### src/rtl/keypad_pkg.sv
// Shared types and constants for the keypad digit entry path.
package keypad_pkg;

  localparam int BCD_W = 4;
  localparam logic [BCD_W-1:0] BCD_MAX = 4'd9;

  typedef enum logic [1:0] {
    IDLE,
    PRESS_DB,
    HELD,
    REL_DB
  } db_state_t;

  // Codes 10..15 from the encoder are treated the same as "no key".
  function automatic logic key_is_valid(input logic val_n, input logic [BCD_W-1:0] code);
    return (!val_n) && (code <= BCD_MAX);
  endfunction

endpackage

### src/rtl/keypad_debouncer.sv
// Press/release debouncer: emits a one-cycle accept with the latched code
// once a single valid key has been stable for DEBOUNCE_CYCLES samples.
module keypad_debouncer
  import keypad_pkg::*;
#(
  parameter int DEBOUNCE_CYCLES = 4
) (
  input  logic             clk,
  input  logic             rst,
  input  logic [BCD_W-1:0] bcd_in,
  input  logic             data_val_n,
  output logic             accept,
  output logic [BCD_W-1:0] code
);

  localparam int CW = $clog2(DEBOUNCE_CYCLES + 1);
  localparam logic [CW-1:0] CNT_DONE = CW'(DEBOUNCE_CYCLES);

  db_state_t        state_reg, state_next;
  logic [CW-1:0]    cnt_reg, cnt_next;
  logic [BCD_W-1:0] code_reg, code_next;
  logic             key_valid;

  assign key_valid = key_is_valid(data_val_n, bcd_in);
  assign code      = code_reg;

  always_ff @(posedge clk or posedge rst) begin
    if (rst) begin
      state_reg <= IDLE;
      cnt_reg   <= '0;
      code_reg  <= '0;
    end else begin
      state_reg <= state_next;
      cnt_reg   <= cnt_next;
      code_reg  <= code_next;
    end
  end

  always_comb begin
    state_next = state_reg;
    cnt_next   = cnt_reg;
    code_next  = code_reg;
    accept     = 1'b0;
    unique case (state_reg)
      IDLE: begin
        if (key_valid) begin
          state_next = PRESS_DB;
          code_next  = bcd_in;
          cnt_next   = CW'(1);
        end
      end
      PRESS_DB: begin
        // Once the count is reached the press is committed regardless of this sample.
        if (cnt_reg == CNT_DONE) begin
          accept     = 1'b1;
          state_next = HELD;
          cnt_next   = '0;
        end else if (!key_valid) begin
          state_next = IDLE;
          cnt_next   = '0;
        end else if (bcd_in != code_reg) begin
          code_next = bcd_in;
          cnt_next  = CW'(1);
        end else begin
          cnt_next = cnt_reg + CW'(1);
        end
      end
      HELD: begin
        if (!key_valid) begin
          state_next = REL_DB;
          cnt_next   = CW'(1);
        end
      end
      REL_DB: begin
        if (key_valid) begin
          state_next = HELD;
          cnt_next   = '0;
        end else if (cnt_reg == CNT_DONE) begin
          state_next = IDLE;
          cnt_next   = '0;
        end else begin
          cnt_next = cnt_reg + CW'(1);
        end
      end
      default: begin
        state_next = IDLE;
        cnt_next   = '0;
      end
    endcase
  end

endmodule

### src/rtl/keypad_digit_loader.sv
// Debounced BCD digit entry register with valid/ready hand-off.
// Define KEYPAD_ROLLOVER_EN to keep shifting (dropping the oldest digit) when full.
module keypad_digit_loader
  import keypad_pkg::*;
#(
  parameter int NUM_DIGITS      = 4,
  parameter int DEBOUNCE_CYCLES = 4
) (
  input  logic                              clk,
  input  logic                              rst,
  input  logic [BCD_W-1:0]                  bcd_in,
  input  logic                              data_val_n,
  input  logic                              clear,
  input  logic                              start,
  input  logic                              load_ready,
  output logic [BCD_W*NUM_DIGITS-1:0]       digits_out,
  output logic [$clog2(NUM_DIGITS+1)-1:0]   digit_count,
  output logic                              key_strobe,
  output logic                              load_valid
);

  localparam int DW    = BCD_W * NUM_DIGITS;
  localparam int CNT_W = $clog2(NUM_DIGITS + 1);
  localparam logic [CNT_W-1:0] CNT_FULL = CNT_W'(NUM_DIGITS);

  logic             accept;
  logic [BCD_W-1:0] accept_code;
  logic [DW-1:0]    digits_reg, shifted;
  logic [CNT_W-1:0] count_reg;
  logic             strobe_reg;
  logic             load_valid_reg;
  logic             full;

  keypad_debouncer #(
    .DEBOUNCE_CYCLES(DEBOUNCE_CYCLES)
  ) u_debouncer (
    .clk       (clk),
    .rst       (rst),
    .bcd_in    (bcd_in),
    .data_val_n(data_val_n),
    .accept    (accept),
    .code      (accept_code)
  );

  // New digit enters the low nibble; every older digit moves up one slot.
  assign shifted[BCD_W-1:0] = accept_code;
  generate
    for (genvar gi = 1; gi < NUM_DIGITS; gi++) begin : g_shift
      assign shifted[gi*BCD_W +: BCD_W] = digits_reg[(gi-1)*BCD_W +: BCD_W];
    end
  endgenerate

  assign full = (count_reg == CNT_FULL);

  always_ff @(posedge clk or posedge rst) begin
    if (rst) begin
      digits_reg     <= '0;
      count_reg      <= '0;
      strobe_reg     <= 1'b0;
      load_valid_reg <= 1'b0;
    end else begin
      strobe_reg <= 1'b0;
      if (load_valid_reg) begin
        // Entry is frozen while offered; only the consumer's ready can release it.
        if (load_ready) begin
          load_valid_reg <= 1'b0;
          digits_reg     <= '0;
          count_reg      <= '0;
        end
      end else if (clear) begin
        digits_reg <= '0;
        count_reg  <= '0;
      end else if (start && (count_reg != '0)) begin
        load_valid_reg <= 1'b1;
      end else if (accept) begin
        strobe_reg <= 1'b1;
        if (!full) begin
          digits_reg <= shifted;
          count_reg  <= count_reg + CNT_W'(1);
        end else begin
`ifdef KEYPAD_ROLLOVER_EN
          digits_reg <= shifted;
`else
          digits_reg <= digits_reg;
`endif
        end
      end
    end
  end

  assign digits_out  = digits_reg;
  assign digit_count = count_reg;
  assign key_strobe  = strobe_reg;
  assign load_valid  = load_valid_reg;

endmodule

### config.mk
export PLATFORM = sky130hd
export DESIGN_NAME = keypad_digit_loader
export DESIGN_NICKNAME = d
export VERILOG_FILES = /design/src/rtl/keypad_pkg.sv /design/src/rtl/keypad_debouncer.sv /design/src/rtl/keypad_digit_loader.sv
export SDC_FILE = /design/constraint.sdc
export NUM_CORES = 1
export LEC_CHECK = 0
export CAP_MARGIN = 20
export CORE_AREA = 8 8 82 84
export DETAILED_ROUTE_END_ITERATION = 16
export DIE_AREA = 0 0 90 92
export PLACE_DENSITY_LB_ADDON = 0.2
export SLEW_MARGIN = 40
export SYNTH_ARGS = -nofsm -noshare
export SYNTH_HDL_FRONTEND = slang
export SYNTH_SLANG_ARGS = --single-unit
### constraint.sdc
create_clock -name clk -period 2.08 [get_ports clk]
set_clock_uncertainty 0.2 [all_clocks]
set_input_delay 0.416 -clock clk [delete_from_list [all_inputs] [get_ports clk]]
set_output_delay 0.416 -clock clk [all_outputs]
set_load 0.005 [all_outputs]
# Word level (Yosys, flattened, before mapping)
# Index checks and enable logic that the tools add are counted.
# totals
inputBits,10
regBits,30
output_inout_bits,21
word_cells,79
# classes
n_reduce_logical,11
add_sub_neg,2
eq_ne,16
magnitude_cmp,1
mux,42
# op_table
cell,count
$mux 16,6
$mux 3,13
$mux 4,4
$mux 2,6
$pmux 3 s4,1
$mux 1,10
$ne 3x3->1 const B,3
$pmux 2 s4,1
$pmux 4 s2,1
$reduce_and 4->1,2
$add 3x1->3 const B,2
$eq 3x3->1 const B,2
$ne 2x1->1 const B,3
$ne 2x2->1 const B,3
$reduce_bool 3->1,2
$reduce_and 5->1,1
$eq 2x2->1 const B,2
$le 4x4->1 const B,1
$ne 4x4->1,1
$ne 3x1->1 const B,1
$eq 2x1->1 const B,1
$logic_and 1x1->1,2
$logic_not 2->1,1
$reduce_and 2->1,1
2 further kinds,2

# Longest topological paths before layout
# Gate-level depths: netlist of run 1.
# logic_depth
depth_word,7
mapped_depth,7
depth_no_buf,6

# Hierarchy
# From an unflattened synthesis of run 1, not the netlist that was laid out.
# hier_totals
cells_unflattened,124
area_unflattened_um2,1506.4
# by_module_without_submodules
module,area_each_um2,cells_each,instances,seq_area_each_um2
keypad_digit_loader,908.4,64,1,525.5
keypad_debouncer,598.1,60,1,225.2

# Worst setup path after synthesis of run 1
# Ideal clock, no wire load.
# synth_path
path_type,register -> register
start,"register count_reg[0], in the netlist digit_count[0]"
end,"register count_reg[2], in the netlist digit_count[2]"
setup_slack_ns,0.135
stages_incl_launch_ff,8
t_arrival_ns,1.626
setup_ns,0.119
required_ns,1.761
path_buffers,1
synth_period_minus_slack_ns,1.945
cell_sequence,dfrtp_1 inv_1 ha_1 nand2b_1 a32oi_2 o21ai_2 buf_6 o21a_1
# synth_via
elab_chain_cells,6
elab_cells_between_ends,12
cone_classes,add/sub: 1; eq/ne: 3; mux: 5; reduce/logical: 3
# synth_rtl
element,line,source
start: declaration,keypad_digit_loader.sv:29,logic [CNT_W-1:0] count_reg;
start signal: assignment,keypad_digit_loader.sv:79,count_reg <= count_reg + CNT_W'(1);
$add 3x1->3,keypad_digit_loader.sv:79,
$mux 3,keypad_digit_loader.sv:77,if (!full) begin
$mux 3,keypad_digit_loader.sv:75,end else if (accept) begin
$mux 3,keypad_digit_loader.sv:73,end else if (start && (count_reg != '0)) begin
$mux 3,keypad_digit_loader.sv:70,end else if (clear) begin
$mux 3,keypad_digit_loader.sv:63,if (load_valid_reg) begin
# Parallel ways exist; a longest one is shown, timed or not. The select of a mux whose other input is x is not followed.
# A chain may end at the register's enable or synchronous reset.

# Worst setup path after layout of run 1
# layout_path
start,input port bcd_in[2]
end,"register u_debouncer.code_reg[3], in the netlist u_debouncer.code[3]"
# layout_via
elab_chain_cells,4
elab_cells_between_ends,7
cone_classes,order compare: 1; eq/ne: 4; reduce/logical: 2
# layout_rtl
element,line,source
start: declaration,keypad_digit_loader.sv:11,"input logic [BCD_W-1:0] bcd_in,"
$le 4x4->1,keypad_pkg.sv:16,return (!val_n) && (code <= BCD_MAX);
$logic_and 1x1->1,keypad_pkg.sv:16,
$ne 2x1->1 (no line),-,
$reduce_and 5->1 (no line) *,-,
end signal: assignment,keypad_debouncer.sv:35,code_reg <= code_next;
end: declaration,keypad_debouncer.sv:21,"logic [BCD_W-1:0] code_reg, code_next;"
# Mark *: on every way between the ends. The rest lies on a longest branch, timed or not.

==> results of run 1 <==
==> cell usage in the layout (no fill, tap or decap), types with 2 or more instances in the layout <==
| cell type | n |
|---|---|
| o21ai_0 | 2 |
| nand2_1 | 6 |
| nor2b_1 | 2 |
| buf_4 | 21 |
| dfrtp_1 | 30 |
| clkbuf_8 | 5 |
| o21a_1 | 3 |
| nor2_1 | 3 |
| a211oi_4 | 2 |
| mux2_1 | 4 |
| clkinv_2 | 2 |
| or3_1 | 2 |
| ha_1 | 4 |
| nand2b_1 | 4 |
| xor2_1 | 4 |
| a21oi_1 | 3 |
| o21ai_1 | 2 |
| inv_1 | 8 |
| and3_1 | 2 |
| clkdlybuf4s50_1 | 30 |
| a21o_1 | 17 |
| and4_1 | 16 |
==> cells by family after synthesis <==
logic type,Yosys count,share of synthesized area (%)
fa+ha+maj,4,3.16
simple gates,43,19.4
xor+xnor,4,2.21
buf+inv,14,3.87
flops,30,47.4
mux,5,3.47
compound gates,41,20.5
==> per-layer routing <==
metal	up-vias	global-route usage, %	wire (um)
met1	640	11.0	1730
li1	633	-	-
met3	5	3.50	172
met4	0	3.74	62
met2	25	16.0	1860
met5	-	0	0
==> synth_stat cells, types with 2 or more instances <==
library cell / number / share of area (%)
a21o_1: 17 / 8.1
inv_1: 8 / 1.9
mux2_1: 4 / 2.8
o21ai_0: 2 / 0.63
and3_1: 2 / 0.79
dfrtp_1: 30 / 47
o21ai_1: 2 / 0.63
a221oi_1: 2 / 1.1
a21oi_1: 3 / 0.95
ha_1: 4 / 3.2
nand2b_1: 4 / 1.6
xor2_1: 4 / 2.2
and4_1: 16 / 8.8
nor2_1: 3 / 0.71
nand2_1: 6 / 1.4
or3_1: 2 / 0.79
o21a_1: 3 / 1.4
nor2b_1: 2 / 0.79
clkbuf_1: 3 / 0.71
==> critical path, stage by stage <==
cell and delay (ps):
clkdlybuf4s50_1 570, xor2_1 260, nor4_4 70, a211oi_4 320, mux2_1 360
==> worst max path at each step <==
stage	slack, ps	depth (start not counted)	endpoint
after floorplan	140	7	digit_count[2]
after global placement	-220	5	u_debouncer.code[3]
after detailed placement	-350	5	u_debouncer.code[3]
after CTS	40	5	u_debouncer.code[3]
after global routing	0.2	5	u_debouncer.code[2]
final	40	5	u_debouncer.code[3]
==> layout make-up <==
| type | instances | area, um^2 | share of cell area [%] |
|---|---|---|---|
| clock buffers | 5 | 68.8 | 3.05 |
| clock inverters | 3 | 40.0 | 1.78 |
| inverters | 9 | 33.8 | 1.50 |
| multi-input cells | 97 | 793 | 35.2 |
| flip-flops and latches | 30 | 751 | 33.3 |
| well taps | 72 | 90.1 | 4.00 |
| repair buffers | 52 | 478 | 21.2 |
==> power by group <==
group,total (mW),leakage [nW],internal (mW),switching [mW]
registers,0.804,0.402,0.687,0.116
logic,0.818,0.673,0.406,0.411
clock network,0.577,0.0579,0.352,0.225
total,2.20,1.13,1.45,0.753
==> repair_timing <==
| action | in CTS | in global routing |
|---|---|---|
| setup buffers | 0 | 0 |
| endpoints found under the setup margin | 4 | 2 |
| resized for setup | 1 | 3 |
| pin swaps | 1 | 0 |
| hold endpoints to repair | 0 | 0 |
==> summary.txt, run 1 <==
Outcome
  – Run status: finished clean

Die
  – Die area: around 8300 um^2
  – Effective utilization at floorplan: 29.3%
  – Num ports: 31
  – # rows: 27
  – Core area: ~5400 um^2
  – Die Width: 90 um
  – Die height: slightly above 90 um

Clock tree
  – CTS tree: done
  – H-tree depth: 2
  – Num Clock Sinks: 30
  – Clock Latency Late Sink: ~280 ps
  – Root buf cell: clkbuf_8
  – Cts-stage hold buffer count: 0
  – Clk buf depth: 2
  – TritonCTS Buffers: 5
  – Worst-path clk slew: around 60 ps

Setup path
  – Startpoint types: input port
  – Critical path capture point type: register
  – CP required: 2040 ps
  – R2R cell count: 6
  – R2R Path Start: u_debouncer.cnt_reg[1]
  – Register-to-register setup slack: about 170 ps
  – Crit path from: bcd_in[2]
  – CP arrival: approximately 2000 ps
  – WS Path Type: input port to register
  – Crit path max fanout: 5
  – Reg2reg end: digit_count[0]

Timing
  – Final hold vios: 0
  – Post-route setup slack: ~40 ps
  – Slew Viols, Final: 0
  – Period utilization: 98.1%
  – Total negative slack: 0 ps
  – Slew headroom: 73.2%
  – Slew @ Worst Pin: roughly 400 ps
  – Hold_ws: 275 ps
  – Final setup vio count: 0
  – Fmax: about 0.49 GHz
  – RSZ-0062 raised after global routing: false
  – Tmin final: 2040 ps

Pwr
  – PnR Total Power: between 2 and 2.5 mW
  – Worst IR Drop VDD: around 380 uV
  – Leakage: ~1.1 nW
  – Pwr per Cell Area: just under 1000 nW/um^2

Synth
  – Number of flops mapped to enable cells by yosys: 0
  – Sequential area share after synthesis: 47.4%
  – Post-Syn Area: approximately 1600 um^2
  – Seq cells post-synth: 30
  – Synth unique cells: 43
  – Async set-reset flop share out of synthesis: 100%
  – Synth Warn #: 0
  – Post-Synthesis Cells: around 140
  – Post-synth top flop: dfrtp_1
  – Syn_area_per_cell: 11.2 um^2
  – Syn Nets: 155

Finish
  – Ant. Diodes: 0
  – Final Cell Area: approximately 2300 um^2
  – Non-Filler Instances: 268
  – Area Overhead vs Synth: 42.2%
  – Largest register FFs: 16
  – Finished Core Util: between 40% and 50%
  – Fin nets: roughly 210
  – Fillcell total: 535
  – Ratio of cells with drive above 1 in the final layout: between 20% and 30%

Placed design
  – DP Area: roughly 2100 um^2
  – Dpl ws: -348 ps
  – Dpl hpwl: between 2000 and 3000 um
  – Final Wtd Congestion: 0.817
  – Placed cells: 260
  – I/O Buffers: 30

Detailed routing
  – Pre-antenna DRT Iters: 4
  – Remaining DRCs: 0
  – Final wirelength: about 3800 um
  – Via count: around 1,300
  – WL per Instance: 14.3 um
  – Initial DRC count: 36
  – Antenna Violating Nets Remaining: 0
  – Vias per inst: slightly below 5

Hold path
  – Worst Hold Launch: digits_out[14]
  – HP Class: register to register
  – Hold Crit Endpoint: digits_out[14]
  – Hold Crit Depth: 1

GRT
  – Total track usage: around 9.6%
  – First-pass GRT wire length: between 6000 and 7000 um
  – Initial antenna violation count: 0
  – Overflow after GRT: 0
  – Largest net degree at the start of global routing: 31
  – Vias in the first global route: 1,357

Flow run
  – Max Cap Viol: 0
(Power assumes the default switching activity.)
==> inputs of run 2 (changes only) <==
- REMOVE_ABC_BUFFERS: not set -> 1
==> run 2 against run 1 <==
Compared with the run above:
- critical path depth increased by 1
- first-iteration DRC count shrank 25%
- cell area increased by 2.1%
- register-to-register slack lost 40 ps
- worst hold slack improved by 0.75 ps
- maximum frequency up 0.67%
- count of clock-buffer cells in the layout up 1
- flip-flop and latch count is the same
- critical path type unchanged
- largest power group is now sequential cells
- sequential share of layout area down 0.69 points
==> summary.txt, run 2 (synthesized netlist as in run 1, its figures left out) <==
Setup path
  – Crit path from: bcd_in[2]
  – Register-to-register setup slack: 130 ps (-40 ps)
  – CP arrival: 1990 ps (about the same)
  – Startpoint types: input port
  – R2R cell count: 6 (unchanged)
  – CP Capture Point: u_debouncer.code[3]
  – Reg2reg end: digit_count[0]
  – WS Path Type: input port to register
  – R2R Path Start: u_debouncer.cnt_reg[0]
  – Critical path capture point type: register
  – CP required: 2040 ps (about the same)
  – Crit path max fanout: 5 (unchanged)

Detailed routing
  – Remaining DRCs: 0 (unchanged)
  – Final wirelength: 3690 um (-3.5%)
  – Via count: 1,291 (-0.92%)
  – Pre-antenna DRT Iters: 4 (unchanged)
  – WL per Instance: 13.8 um (-3.5%)
  – Vias per inst: 4.82 (-0.92%)
  – Antenna Violating Nets Remaining: 0 (unchanged)
  – Initial DRC count: 27 (-25%)

Die
  – # rows: 27 (unchanged)
  – Die area: 8280 um^2 (unchanged)
  – Effective utilization at floorplan: 29.3% (unchanged)
  – Num ports: 31 (unchanged)
  – Die height: 92 um (unchanged)
  – Die Width: 90 um (unchanged)
  – Core area: 5410 um^2 (unchanged)

Timing
  – Post-route setup slack: 54.1 ps (+13.6 ps)
  – Period utilization: 97.4% (-0.65 points)
  – Tmin final: 2030 ps (-13.6 ps)
  – Slew headroom: 74.3% (+1.2 points)
  – Fmax: 0.494 GHz (+0.67%)
  – Slew @ Worst Pin: 385 ps (-17.3 ps)
  – Final setup vio count: 0 (unchanged)
  – Final hold vios: 0 (unchanged)
  – Slew Viols, Final: 0 (unchanged)

Placed design
  – Final Wtd Congestion: 0.799 (-2.2%)
  – Dpl hpwl: 2730 um (-4.6%)
  – Dpl ws: -279 ps (+69.0 ps)
  – I/O Buffers: 30 (unchanged)
  – Placed cells: 260 (unchanged)

Clock tree
  – Num Clock Sinks: 30 (unchanged)
  – H-tree depth: 2 (unchanged)
  – Root buf cell: clkbuf_8
  – Setup bufs post-CTS: 0 (unchanged)
  – Worst-path clk slew: 70 ps (about the same)
  – Clock Latency Late Sink: 280 ps (about the same)
  – Clk buf depth: 2 (unchanged)
  – TritonCTS Buffers: 5 (unchanged)
  – CTS tree: done

Pwr
  – Leakage: 1.16 nW (+2.3%)
  – Pwr per Cell Area: 1020 nW/um^2 (+4.2%)
  – Worst IR Drop VDD: 440 uV (+16%)
  – PnR Total Power: 2.34 mW (+6.4%)

GRT
  – Largest net degree at the start of global routing: 31 (unchanged)
  – Overflow after GRT: 0 (unchanged)
  – Vias in the first global route: 1,354 (-0.22%)
  – First-pass GRT wire length: 6540 um (+0.21%)
  – Initial antenna violation count: 0 (unchanged)
  – Total track usage: 9.43% (-0.18 points)

Finish
  – Area Overhead vs Synth: 45.2%
  – Largest register FFs: 16 (unchanged)
  – Non-Filler Instances: 268 (unchanged)
  – Most common cell after layout, fill and taps aside: dfrtp_1
  – Fillcell total: 532 (-0.56%)
  – Ant. Diodes: 0 (unchanged)
  – Finished Core Util: 42.6% (+0.88 points)
  – Ratio of cells with drive above 1 in the final layout: 21.9% (+1.5 points)
  – Fin nets: 209 (unchanged)
  – Most frequent cells in the layout: dfrtp_1, clkdlybuf4s50_1, buf_4

Outcome
  – Run status: finished clean

Flow run
  – Max Cap Viol: 0 (unchanged)

Hold path
  – HP Class: register to register
==> run 2: cell count changes in the layout (fill, tap and decap cells not counted), sizes merged <==
cell           change
clkdlybuf4s50      -1
dlymetal6s2s       +1
bufinv             +1
clkinv             -2
clkbuf             +1
==> run 2: routing by layer <==
metal	vias up	GRT usage (%)	share of wire [%]
met2	28	14.5	45
met4	0	3.33	1.3
met5	-	0	0
met1	623	11.7	48
li1	634	-	-
met3	6	3.75	5.7
==> run 2: worst min path at each step <==
stage / from / endpoint / slack, ps / cells after the start
6_report: digits_out[14] / digits_out[14] / 280 / 1
5_1_grt: digits_out[13] / digits_out[13] / 310 / 1
4_1_cts: digits_out[14] / digits_out[14] / 280 / 1
3_5_place_dp: digits_out[14] / digits_out[14] / 270 / 1
2_1_floorplan: digits_out[12] / digits_out[12] / 270 / 1
3_3_place_gp: digits_out[15] / digits_out[15] / 260 / 1
==> run 2: power by group <==
group | internal (mW) | switching, mW
sequential | 0.687 | 0.141
clock | 0.511 | 0.217
combinational | 0.401 | 0.383
total | 1.60 | 0.741
==> run 2: area by class of cell <==
type / instances / area [um^2] / share of cell area (%)
Clock buffer: 6 / 82.6 / 3.59
Clock inverter: 2 / 60.1 / 2.61
Inverter: 9 / 33.8 / 1.47
Multi-Input combinational cell: 97 / 805 / 34.9
Sequential cell: 30 / 751 / 32.6
Tap cell: 72 / 90.1 / 3.91
Timing Repair Buffer: 52 / 480 / 20.9
==> run 2: through the flow <==
stage                     setup TNS, ps  hold slack (ps)  area [um^2]
final                                 0              276         2300
after global routing              -1.45              311         2300
after CTS                             0              282         2270
after detailed placement          -1860              268         2130
after global placement            -1420              258         2130
after floorplan                   -88.4              273         1560
==> run 2: what timing repair did <==
action	in CTS	in global routing
resized for setup	0	7
hold buffers	0	0
setup endpoints to repair	0	6
==> run 2: critical path, cell delays in order <==
cell and delay, ps:
clkdlybuf4s50_1 610, xor2_2 210, nor4_4 60, a211oi_2 220, buf_4 160, mux2_1 320
==> inputs of run 3 (changes only) <==
- ABC_CLOCK_PERIOD_IN_PS: not set -> 2080
- PLACE_DENSITY: not set -> 0.55
- PLACE_DENSITY_LB_ADDON: 0.2 -> not set
==> run 3 against run 2 <==
Compared with the run above:
- utilization is 0.53 points lower
- flip-flop and latch count stayed put
- power is 0.41% lower
- sequential share of layout area grew 0.41 points
- cell count decreased by 1.1%
- clock power is 2% higher
- largest power group unchanged
==> summary.txt, run 3 (synthesized netlist as in run 1, its figures left out) <==
Die
  – Die height: 92 um (unchanged)
  – Core area: 5410 um^2 (unchanged)
  – Die area: 8280 um^2 (unchanged)
  – # rows: 27 (unchanged)
  – Num ports: 31 (unchanged)
  – Die Width: 90 um (unchanged)
  – Effective utilization at floorplan: 29.3% (unchanged)

Setup path
  – R2R Path Start: u_debouncer.cnt_reg[0]
  – CP Cell Sequence: clkdlybuf4s50_1, xor2_2, nor4_4, a211oi_2, buf_4, mux2_1
  – Critical path capture point type: register
  – CP arrival: 1990 ps (about the same)
  – Register-to-register setup slack: 110 ps (-20 ps)
  – Startpoint types: input port
  – CP max stage cell: clkdlybuf4s50_1
  – WS Path Type: input port to register
  – Reg2reg end: digit_count[0]
  – CP required: 2050 ps (about the same)
  – Worst path max stage delay: 600 ps (about the same)
  – R2R cell count: 6 (unchanged)
  – Crit path max fanout: 5 (unchanged)

Detailed routing
  – Remaining DRCs: 0 (unchanged)
  – Via count: 1,311 (+1.5%)
  – Pre-antenna DRT Iters: 4 (unchanged)
  – WL per Instance: 14.3 um (+4.1%)
  – Antenna Violating Nets Remaining: 0 (unchanged)
  – Final wirelength: 3800 um (+3.0%)
  – Vias per inst: 4.95 (+2.7%)
  – Initial DRC count: 48 (+78%)

GRT
  – Initial antenna violation count: 0 (unchanged)
  – Largest net degree at the start of global routing: 31 (unchanged)
  – First-pass GRT wire length: 6560 um (+0.31%)
  – Total track usage: 9.55% (+0.12 points)
  – Vias in the first global route: 1,368 (+1.0%)
  – Met2 usage: 14.8% (+0.31 points)
  – Overflow after GRT: 0 (unchanged)
  – Met1 Use GR: 11.6% (-0.13 points)
  – M3 GR Usage: 3.75% (unchanged)
  – GR peak layer: met2

Hold path
  – HP Class: register to register
  – Worst Hold Launch: digits_out[12]
  – Hold Crit Depth: 1 (unchanged)
  – Hold Crit Endpoint: digits_out[12]

Clock tree
  – Clk buf depth: 2 (unchanged)
  – TritonCTS Buffers: 5 (unchanged)
  – Num Clock Sinks: 30 (unchanged)
  – Setup bufs post-CTS: 0 (unchanged)
  – Clock Latency Late Sink: 280 ps (about the same)
  – Root buf cell: clkbuf_8
  – CTS tree: done
  – Worst-path clk slew: 70 ps (about the same)
  – H-tree depth: 2 (unchanged)

Flow run
  – Max Cap Viol: 0 (unchanged)

Placed design
  – Final Wtd Congestion: 0.846 (+5.9%)
  – Dpl hpwl: 2720 um (-0.67%)
  – I/O Buffers: 30 (unchanged)
  – DP Area: 2100 um^2 (-1.1%)

Pwr
  – Leakage: 1.14 nW (-2.1%)
  – Pwr per Cell Area: 1020 nW/um^2 (+0.85%)
  – Worst IR Drop VDD: 492 uV (+12%)
  – PnR Total Power: 2.33 mW (-0.41%)

Timing
  – Final hold vios: 0 (unchanged)
  – Period utilization: 97.2% (-0.19 points)
  – Tmin final: 2020 ps (-3.94 ps)
  – Fmax: 0.495 GHz (+0.20%)
  – Slew @ Worst Pin: 390 ps (+4.80 ps)
  – Slew headroom: 74.0% (-0.32 points)
  – Slew Viols, Final: 0 (unchanged)
  – Final setup vio count: 0 (unchanged)

Finish
  – Ant. Diodes: 0 (unchanged)
  – Fin nets: 206 (-1.4%)
  – Finished Core Util: 42.1% (-0.53 points)
  – Final Cell Area: 2270 um^2 (-1.3%)
  – Largest register FFs: 16 (unchanged)
  – Most frequent cells in the layout: dfrtp_1, clkdlybuf4s50_1, buf_4
  – Ratio of cells with drive above 1 in the final layout: 20.7% (-1.2 points)
  – Area Overhead vs Synth: 43.4%

Outcome
  – Run status: finished clean
-- run 3: changes by cell type in the layout (fill, tap and decap cells not counted) --
cell,before,now
or3_4,0,1
clkdlybuf4s50_1,29,30
dlymetal6s2s_1,1,0
buf_4,21,18
o21ai_2,2,1
xor2_2,2,1
ha_1,4,3
xor2_1,2,3
ha_2,0,1
o21ai_1,1,2
or3_1,2,1
-- run 3: worst max path at each step --
stage                      startpoint             endpoint  cells past startpoint  slack [ps]
2_1_floorplan          digit_count[0]       digit_count[2]                      6         -10
3_3_place_gp                bcd_in[2]  u_debouncer.code[3]                      6        -220
3_5_place_dp                bcd_in[2]  u_debouncer.code[2]                      6        -290
4_1_cts                     bcd_in[2]  u_debouncer.code[2]                      6          20
5_1_grt        u_debouncer.cnt_reg[0]       digit_count[0]                      6         -50
6_report                    bcd_in[2]  u_debouncer.code[2]                      6          60
-- run 3: cell type report --
cell class | count | area, um^2
fillers | 531 | 3130
multi-input cells | 97 | 801
flip-flops and latches | 30 | 751
repair buffers | 49 | 455
well taps | 72 | 90.1
clock buffers | 6 | 82.6
clock inverters | 2 | 60.1
inverters | 9 | 33.8
-- run 3: routing by layer --
metal / up-vias / wire length, um
li1: 626 / -
met2: 32 / 1770
met3: 7 / 221
met4: 0 / 53
met1: 646 / 1760
met5: - / 0
-- run 3: report_power, final --
part | switching, mW | internal [mW]
Combinational | 0.382 | 0.380
Clock | 0.229 | 0.511
Sequential | 0.140 | 0.687
-- run 3: through the flow --
step                      hold slack (ps)  std cells  TNS (ps)  worst slack [ps]
after global placement                257        257     -1400              -218
after CTS                             281        265         0              16.8
final                                 275        265         0              58.0
after detailed placement              265        257     -1970              -290
after floorplan                       273        136     -88.4             -11.7
after global routing                  306        265     -62.8             -50.2
-- run 3: critical path, delay by kind of cell --
kind                   cells  cell delay (ps)
multiplexers               1              320
AO/OA/AOI/OAI              1              210
buffers and inverters      2              760
AND/OR/NAND/NOR            1               60
XOR/XNOR                   1              210
-- run 3: repair_timing --
item	CTS	global route
resized for setup	0	6
hold buffers	0	0
setup endpoints to repair	0	7
